## src/rtl/pb_vernam_mailbox.sv

```systemverilog
// Keystream mailbox between two kcpsm3 cores: the producer pushes key bytes into a FIFO,
// and the consumer pops them raw or XORs them against plaintext into a cipher register.
module pb_vernam_mailbox #(
  parameter int         DEPTH       = 16,
  parameter logic [7:0] KEY_PORT    = 8'h01,
  parameter logic [7:0] STATUS_PORT = 8'h02,
  parameter logic [7:0] COUNT_PORT  = 8'h03,
  parameter logic [7:0] POP_PORT    = 8'h40,
  parameter logic [7:0] XOR_PORT    = 8'h41,
  parameter logic [7:0] CIPHER_PORT = 8'h42
) (
  input  logic       clk,
  input  logic       reset,
  input  logic [7:0] p_port_id,
  input  logic [7:0] p_out_port,
  input  logic       p_write_strobe,
  input  logic       p_read_strobe,
  output logic [7:0] p_in_port,
  input  logic [7:0] c_port_id,
  input  logic [7:0] c_out_port,
  input  logic       c_write_strobe,
  input  logic       c_read_strobe,
  output logic [7:0] c_in_port,
  output logic [7:0] cipher_out,
  output logic       cipher_valid
);
  localparam int AW = (DEPTH > 1) ? $clog2(DEPTH) : 1;
  localparam int CW = AW + 1;

  logic [7:0]    mem_q [DEPTH];
  logic [AW-1:0] wr_ptr_q, wr_ptr_d, rd_ptr_q, rd_ptr_d;
  logic [CW-1:0] count_q, count_d;
  logic          ovf_q, ovf_d, unf_q, unf_d;
  logic [7:0]    cipher_q, cipher_d;
  logic          cv_q, cv_d;
  logic [7:0]    p_in_q, p_in_d, c_in_q, c_in_d;

  logic       empty, full;
  logic [7:0] head, status, count_byte;
  logic [8:0] count_ext;
  logic       push_req, pop_rd, pop_xor, pop_req, push_ok, pop_ok;
  logic       ovf_set, unf_set, ovf_clr, unf_clr;
  logic       unused_ok;

  // The producer's read strobe only selects in_port timing inside the core; nothing here acts on it.
  assign unused_ok = p_read_strobe;

  assign empty      = (count_q == '0);
  assign full       = (count_q == CW'(DEPTH));
  assign head       = mem_q[rd_ptr_q];
  assign status     = {4'b0000, unf_q, ovf_q, full, empty};
  assign count_ext  = 9'(count_q);
  assign count_byte = count_ext[8] ? 8'hFF : count_ext[7:0];

  assign push_req = p_write_strobe && (p_port_id == KEY_PORT);
  assign pop_rd   = c_read_strobe  && (c_port_id == POP_PORT);
  assign pop_xor  = c_write_strobe && (c_port_id == XOR_PORT);
  assign pop_req  = pop_rd || pop_xor;
  // Full/empty decisions use pre-edge occupancy, so a same-cycle partner never rescues a request.
  assign push_ok  = push_req && !full;
  assign pop_ok   = pop_req && !empty;
  assign ovf_set  = push_req && full;
  assign unf_set  = pop_req && empty;
  assign ovf_clr  = (p_write_strobe && (p_port_id == STATUS_PORT) && p_out_port[2]) ||
                    (c_write_strobe && (c_port_id == STATUS_PORT) && c_out_port[2]);
  assign unf_clr  = (p_write_strobe && (p_port_id == STATUS_PORT) && p_out_port[3]) ||
                    (c_write_strobe && (c_port_id == STATUS_PORT) && c_out_port[3]);

  always_comb begin
    wr_ptr_d = wr_ptr_q + AW'(push_ok);
    rd_ptr_d = rd_ptr_q + AW'(pop_ok);
    count_d  = count_q;
    case ({push_ok, pop_ok})
      2'b10:   count_d = count_q + CW'(1);
      2'b01:   count_d = count_q - CW'(1);
      default: count_d = count_q;
    endcase
    ovf_d    = (ovf_q && !ovf_clr) || ovf_set;
    unf_d    = (unf_q && !unf_clr) || unf_set;
    cipher_d = cipher_q;
    cv_d     = 1'b0;
    if (pop_xor && !empty) begin
      cipher_d = c_out_port ^ head;
      cv_d     = 1'b1;
    end
  end

  always_comb begin
    p_in_d = 8'h00;
    if (p_port_id == STATUS_PORT)     p_in_d = status;
    else if (p_port_id == COUNT_PORT) p_in_d = count_byte;
    c_in_d = 8'h00;
    if (c_port_id == STATUS_PORT)      c_in_d = status;
    else if (c_port_id == COUNT_PORT)  c_in_d = count_byte;
    else if (c_port_id == POP_PORT)    c_in_d = empty ? 8'h00 : head;
    else if (c_port_id == CIPHER_PORT) c_in_d = cipher_q;
  end

  // Storage is not reset; pointer and count reset make stale bytes unreachable.
  always_ff @(posedge clk) begin
    if (!reset && push_ok) mem_q[wr_ptr_q] <= p_out_port;
  end

  always_ff @(posedge clk) begin
    if (reset) begin
      wr_ptr_q <= '0;
      rd_ptr_q <= '0;
      count_q  <= '0;
      ovf_q    <= 1'b0;
      unf_q    <= 1'b0;
      cipher_q <= 8'h00;
      cv_q     <= 1'b0;
      p_in_q   <= 8'h00;
      c_in_q   <= 8'h00;
    end else begin
      wr_ptr_q <= wr_ptr_d;
      rd_ptr_q <= rd_ptr_d;
      count_q  <= count_d;
      ovf_q    <= ovf_d;
      unf_q    <= unf_d;
      cipher_q <= cipher_d;
      cv_q     <= cv_d;
      p_in_q   <= p_in_d;
      c_in_q   <= c_in_d;
    end
  end

  assign p_in_port    = p_in_q;
  assign c_in_port    = c_in_q;
  assign cipher_out   = cipher_q;
  assign cipher_valid = cv_q;
endmodule
```

## config.mk

```make
export PLATFORM = sky130hd
export DESIGN_NAME = pb_vernam_mailbox
export DESIGN_NICKNAME = d
export VERILOG_FILES = /design/src/rtl/pb_vernam_mailbox.sv
export SDC_FILE = /design/constraint.sdc
export NUM_CORES = 1
export LEC_CHECK = 0
export CAP_MARGIN = 20
export CORE_MARGIN = 2
export CORE_UTILIZATION = 55
export DETAILED_ROUTE_END_ITERATION = 10
export GPL_ROUTABILITY_DRIVEN = 0
export PLACE_DENSITY = 0.86
export SYNTH_ARGS = -nofsm -noshare
export SYNTH_HDL_FRONTEND = slang
export SYNTH_SLANG_ARGS = --single-unit
export TNS_END_PERCENT = 1
```

## constraint.sdc

```tcl
create_clock -name clk -period 6.5 [get_ports clk]
set_input_delay 1.3 -clock clk [delete_from_list [all_inputs] [get_ports clk]]
set_output_delay 1.3 -clock clk [all_outputs]
set_load 0.02 [all_outputs]
```

## Yosys cells after proc, flatten, opt, wreduce, memory -nomap -nowiden

Memory sizes are Yosys's and may differ from the RTL's. A register that Yosys moved wholly into a read port is not among the register bits.
Index checks and enable logic that the tools add are counted.

- Flip-flop bits (word level): 40
- Bits in latches: 0
- Memory bits (writable): 128
- Bits in read-only memories: 0
- Input port bits: 38
- Output and inout port bits: 25
- Logic and storage cells: 76
- Memories: 1

Memories:

| name | depth | width | read ports | clocked after Yosys merged registers in | write ports | RTL line | text |
|---|---|---|---|---|---|---|---|
| mem_q | 16 | 8 | 1 | 1 | 1 | 30 | `logic [7:0] mem_q [DEPTH];` |

- Add/sub/neg operators: 4
- Multiply operators: 0
- Div/mod/pow operators: 0
- Order comparisons: 0
- Equality and inequality tests: 11
- Shift-type cells: 0
- Multiplexer cells: 12
- Bitwise logic cells: 2
- Reduce and logical (&&, ||, !) cells: 33

Operator list:

| kind | number |
|---|---|
| 8-bit by 2-bit == test with 1-bit output (second input constant) | 4 |
| 8-bit by 7-bit == test with 1-bit output (second input constant) | 3 |
| 8-bit two-way mux | 3 |
| 1-bit logical AND | 17 |
| 4-bit two-way mux | 4 |
| 5-bit case mux with 2 select lines | 1 |
| 4-bit by 1-bit adder with 4-bit output | 2 |
| 8-bit by 1-bit == test with 1-bit output (second input constant) | 1 |
| 8-bit bitwise XOR | 1 |
| 3-bit OR reduction | 2 |
| 5-bit by 1-bit adder with 5-bit output (second input constant) | 1 |
| 5-bit == test (second input constant) | 1 |
| 1-bit logical NOT | 5 |
| 5-bit logical NOT | 1 |
| 1-bit logical OR | 5 |
| 5-bit two-way mux | 1 |
| 5-bit by 1-bit subtractor with 5-bit output (second input constant) | 1 |
| 2-bit OR reduction | 2 |
| 1-bit two-way mux | 3 |
| 2-bit by 1-bit == test with 1-bit output (second input constant) | 1 |
| 2-bit == test (second input constant) | 1 |
| 2-bit nonzero test | 1 |
| 1-bit NOT | 1 |

## Depth between registers and ports, before layout

- Depth after elaboration: 7
- Gate-level depth with buffers: 14
- Mapped depth without buffers: 12

## Worst setup path after synthesis

Ideal clock, no wire load.

- Path kind: input port to flip-flop
- Start point: input c_port_id[2]
- End point: register count_q[4]
- Setup time: 0.132 ns
- Data arrival time: 3.837 ns
- Required time: 6.368 ns
- Slack: 2.531 ns
- Stages: 12
- Path buffers: 1
- Path through: nor4_2 -> nand3b_1 -> nor4_1 -> ha_1 -> clkbuf_1 -> xor2_1 -> ha_1 -> a21oi_1 -> o22ai_1 -> a222oi_1 -> or3_1 -> a21oi_1

- Cells in the longest elaborated chain, start to end: 6

RTL lines:

| item | RTL line | text |
|---|---|---|
| start: declaration | 19 | `input logic [7:0] c_port_id,` |
| 8-bit by 7-bit == test with 1-bit output (on tied branches) | 56, 57 |  |
| 1-bit logical AND (on tied branches) | 56, 57 |  |
| 1-bit logical OR * | 58 | `assign pop_req = pop_rd \|\| pop_xor;` |
| 1-bit logical AND * | 61 | `assign pop_ok = pop_req && !empty;` |
| 2-bit by 1-bit == test with 1-bit output or 2-bit == test (tied branches) | 73 | `case ({push_ok, pop_ok})` |
| 5-bit case mux with 2 select lines or 2-bit nonzero test (tied branches) | -- |  |
| end signal: assignment | 118 | `count_q <= count_d;` |
| end: declaration | 32 | `logic [CW-1:0] count_q, count_d;` |

Mark *: on every way between the ends. The rest lies on a longest branch, timed or not.
A chain may end at the register's enable or synchronous reset.

## Worst setup path in the final report

Ends and elaborated chain as after synthesis.

==> metrics.log <==
[metrics] result of the run: finished, final reports clean
[metrics] top cell family by delay on the critical path: simple AND/OR/NAND/NOR gates
[metrics] half-perimeter wire length after placement: 9660 um
[metrics] number of fill cells: between 700 and 800
[metrics] number of flip-flops and latches in the synthesized netlist: around 170
[metrics] Inserted Clock Buffers: 17
[metrics] vias in the first global route: 4237
[metrics] setup bufs post-CTS: 0
[metrics] data arrival at the endpoint of the critical path: 4.74 ns
[metrics] TritonCTS clock tree: done
[metrics] Worst Setup End Kind: flop
[metrics] main flop type after synthesis: sky130_fd_sc_hd__edfxtp_1
[metrics] input/output buffers: 58
[metrics] remaining number of nets flagged by the antenna check after routing: 0
[metrics] Reg power frac: 0.534
[metrics] clock share of power: 0.440
[metrics] number of pins exceeding their max-slew limit in the final report: 0
[metrics] height of the chip: ~120 um
[metrics] Die X-Extent: 115 um
[metrics] syn avg cell area: roughly 16 um^2
[metrics] headroom to the max-slew limit: 0.313
[metrics] synthesis warning total: 0
[metrics] busiest layer in global routing: met2
[metrics] fraction of final layout cells sized beyond drive strength 1: 0.134
[metrics] H-Tree Level Count: 4
[metrics] setup slack of the worst register-to-register path: 3.11 ns
[metrics] highest ir drop seen on vdd: 262 uV
[metrics] achievable clock frequency: 223 MHz
[metrics] buffer cell driving the clock tree root: sky130_fd_sc_hd__clkbuf_16
[metrics] mapped cell area: around 6800 um^2
[metrics] length in cells of the worst reg-to-reg path: 11
[metrics] I/O pin cnt: 63
[metrics] Post-route DRC: 0
[metrics] drt wl/cell: 22.4 um
[metrics] buffering stage count on the worst path with inverters included: 1
[metrics] critical-path maximum fanout: 7
[metrics] count of mapped cells out of synthesis: roughly 440
[metrics] Async SR Flop Fraction: 0
[metrics] Std-Cell Core Area: between 10000 and 15000 um^2
[metrics] Setup CP Type: primary input to flop
[metrics] GR Util met3: 0.0733
[metrics] Layout Skew: 0.00838 ns
[metrics] sequential share of the synthesized area: 0.673
[metrics] first drt pass iteration count: 7
[metrics] cts repair resizes: 0
[metrics] type of the tightest min-delay check: flop to flop
[metrics] required arrival time at the worst endpoint: 6.75 ns
[metrics] setup repair after global routing missed its margin: false
[metrics] Period Utilization, post-route: 0.691
[metrics] switching portion of total power: 0.205
[metrics] CP Capture Point: count_q[4]
[metrics] internal power: 1.69 mW
[metrics] total global routing track utilization: 0.241
[metrics] number of antenna violations at the first check in global routing: 0
[metrics] wire length of the first global-routing pass: 23100 um
[metrics] number of unique standard cell types used by synthesis: 51
[metrics] most frequent cells in the layout: sky130_fd_sc_hd__edfxtp_1 (128), sky130_fd_sc_hd__clkdlybuf4s50_1 (58), sky130_fd_sc_hd__dfxtp_1 (35), sky130_fd_sc_hd__nand2_1 (29), sky130_fd_sc_hd__mux4_2 (23)
[metrics] Layout Area Growth over Synthesis: 19.0%
[metrics] maximum clock insertion buffer count: 2
[metrics] launch point of the critical path: c_port_id[2]
[metrics] most common cell after layout, fill and taps aside: sky130_fd_sc_hd__edfxtp_1
[metrics] number of hold-slack violations in the final timing report: 0
[metrics] detailed-route via count: 4239
[metrics] switching power: 0.435 mW
[metrics] pin slew with the least headroom to its limit: 1.03 ns
[metrics] Std-Cell Rows: 40
[metrics] max capacitance violation total: 0
[metrics] start of the worst register-to-register path: count_q[0]
[metrics] total setup violations reported at the end of the flow: 0
[metrics] cells along the critical path: clkdlybuf4s50_1, nor4_2, nand3b_1, nor4_1, ha_1, xor2_1, ha_1, a21oi_1, o22ai_1, a222oi_1, or3_1, a21oi_1
[metrics] Starting Density: 0.565
[metrics] power density relative to cell area: approximately 260 nW/um^2
[metrics] maximum number of pins on one net before global-route repair: 35
[metrics] Fin Hold WS: 0.492 ns
[metrics] destination of the worst register-to-register timing path: count_q[4]
[metrics] CP Depth: 12
[metrics] standby leakage power: 2.63 nW
[metrics] register clock-pin slew on the reported worst setup and hold paths: 0.06 ns
[metrics] clock latency at the later pin of the worst-skew pair: about 0.42 ns
[metrics] total negative slack: 0 ns
[metrics] overflow left after global routing: 0
[metrics] peak per-stage delay on the critical path: 0.59 ns
[metrics] TritonCTS Sinks: about 170
[metrics] Final Net Count: 546
[metrics] relative contribution of combinational cells to total power: 0.026
[metrics] Routed WL: 15300 um
[metrics] cell with the biggest individual delay on the critical path: sky130_fd_sc_hd__nor4_1
[metrics] startpoint type of the worst setup path: primary input
[metrics] 1st-iter DRT viols: 569
[metrics] diodes inserted: 0
[metrics] number of synthesized flops with an enable pin: approximately 130
[metrics] met2 track utilization from global routing: 0.393
[metrics] fraction of met1 tracks used by global routing: 0.302
[metrics] number of vias per cell after detailed routing: 6.22
[metrics] Die Footprint: 13300 um^2
[metrics] Final min period: 4.49 ns
[metrics] Post-CTS Hold Fix Bufs: 0
flip-flops by register name, summed over array words and instances, names as in the netlist:
signal	count
cipher_out	8
mem_q	128
c_in_port	8
count_q	5
p_in_port	5
ovf_q	1
unf_q	1
wr_ptr_q	4
cipher_valid	1
rd_ptr_q	4
how the worst min path moves through the flow:
stage	from	to	slack, ns	cells past startpoint
floorplan	ovf_q	c_in_port[2]	0.46	1
global placement	cipher_out[1]	cipher_out[1]	0.46	2
detailed placement	cipher_out[5]	cipher_out[5]	0.48	2
CTS	cipher_out[5]	cipher_out[5]	0.49	2
global route	cipher_out[1]	cipher_out[1]	0.50	2
finish	cipher_out[5]	cipher_out[5]	0.49	2
cells by family (layout without fill, tap and decap cells):
kind of cell	count (synthesis)	count (layout)	synth area share
other cells	1	3	0.000550
flops	165	165	0.673
xor+xnor	16	16	0.0206
fa+ha+maj	7	7	0.0129
simple gates	111	111	0.0860
compound gates	66	66	0.0637
buf+inv	36	110	0.0268
mux	36	36	0.117
per-layer routing:
| metal | wire length (um) | up-vias |
|---|---|---|
| met1 | 5710 | 2067 |
| met2 | 7510 | 287 |
| li1 | - | 1833 |
| met3 | 1510 | 52 |
| met5 | 0 | - |
| met4 | 517 | 0 |
metrics by stage:
stage	worst slack, ns	power (mW)	util	cells	area, um^2
2_1_floorplan	2.53	1.17	-	440	6820
3_3_place_gp	1.80	1.21	0.622	645	7500
3_5_place_dp	1.66	1.21	0.624	649	7530
4_1_cts	2.07	2.14	0.671	681	8090
5_1_grt	1.73	2.18	0.672	682	8110
6_report	2.01	2.12	0.672	682	8110
cell usage after synthesis (all sizes together) (2+ instances only):
cell type,n,area share
clkbuf,11,0.0061
dfxtp,37,0.11
a22oi,19,0.021
edfxtp,128,0.56
or3,4,0.0037
a221oi,2,0.0026
mux4,32,0.11
nand2b,4,0.0037
ha,7,0.013
a21oi,15,0.011
nor4,9,0.012
nor2,22,0.012
o21ai,15,0.011
buf,14,0.015
inv,10,0.0055
nand2,29,0.016
mux2i,4,0.0059
o21bai,2,0.0022
o2bb2ai,2,0.0026
xor2,4,0.0051
nor2b,14,0.013
xnor2,12,0.015
nand3,4,0.0029
a22o,2,0.0026
nor3,12,0.0088
nand3b,4,0.0044
nand4,3,0.0028
power groups by stage:
stage / logic (mW) / registers [mW] / clock network, mW
3_5_place_dp: 0.0537 / 1.16 / 0
2_1_floorplan: 0.0153 / 1.16 / 0
6_report: 0.0551 / 1.13 / 0.935
3_3_place_gp: 0.0513 / 1.16 / 0
5_1_grt: 0.0585 / 1.13 / 0.985
4_1_cts: 0.0544 / 1.13 / 0.947
worst min-delay path: stages (launching register included):
cell and delay (ns):
sky130_fd_sc_hd__dfxtp_1 0.33, sky130_fd_sc_hd__nand2_1 0.05, sky130_fd_sc_hd__o21ai_0 0.06
layout make-up:
cell class / instances / area, um^2 / share of cell area
inverters: 11 / 41.3 / 0.00509
multi-input cells: 239 / 2050 / 0.253
clock buffers: 18 / 429 / 0.0529
clock inverters: 14 / 130 / 0.0160
repair buffers: 67 / 658 / 0.0812
well taps: 168 / 210 / 0.0259
flip-flops and latches: 165 / 4590 / 0.566
Note: power is estimated with default switching activity, not from simulation.
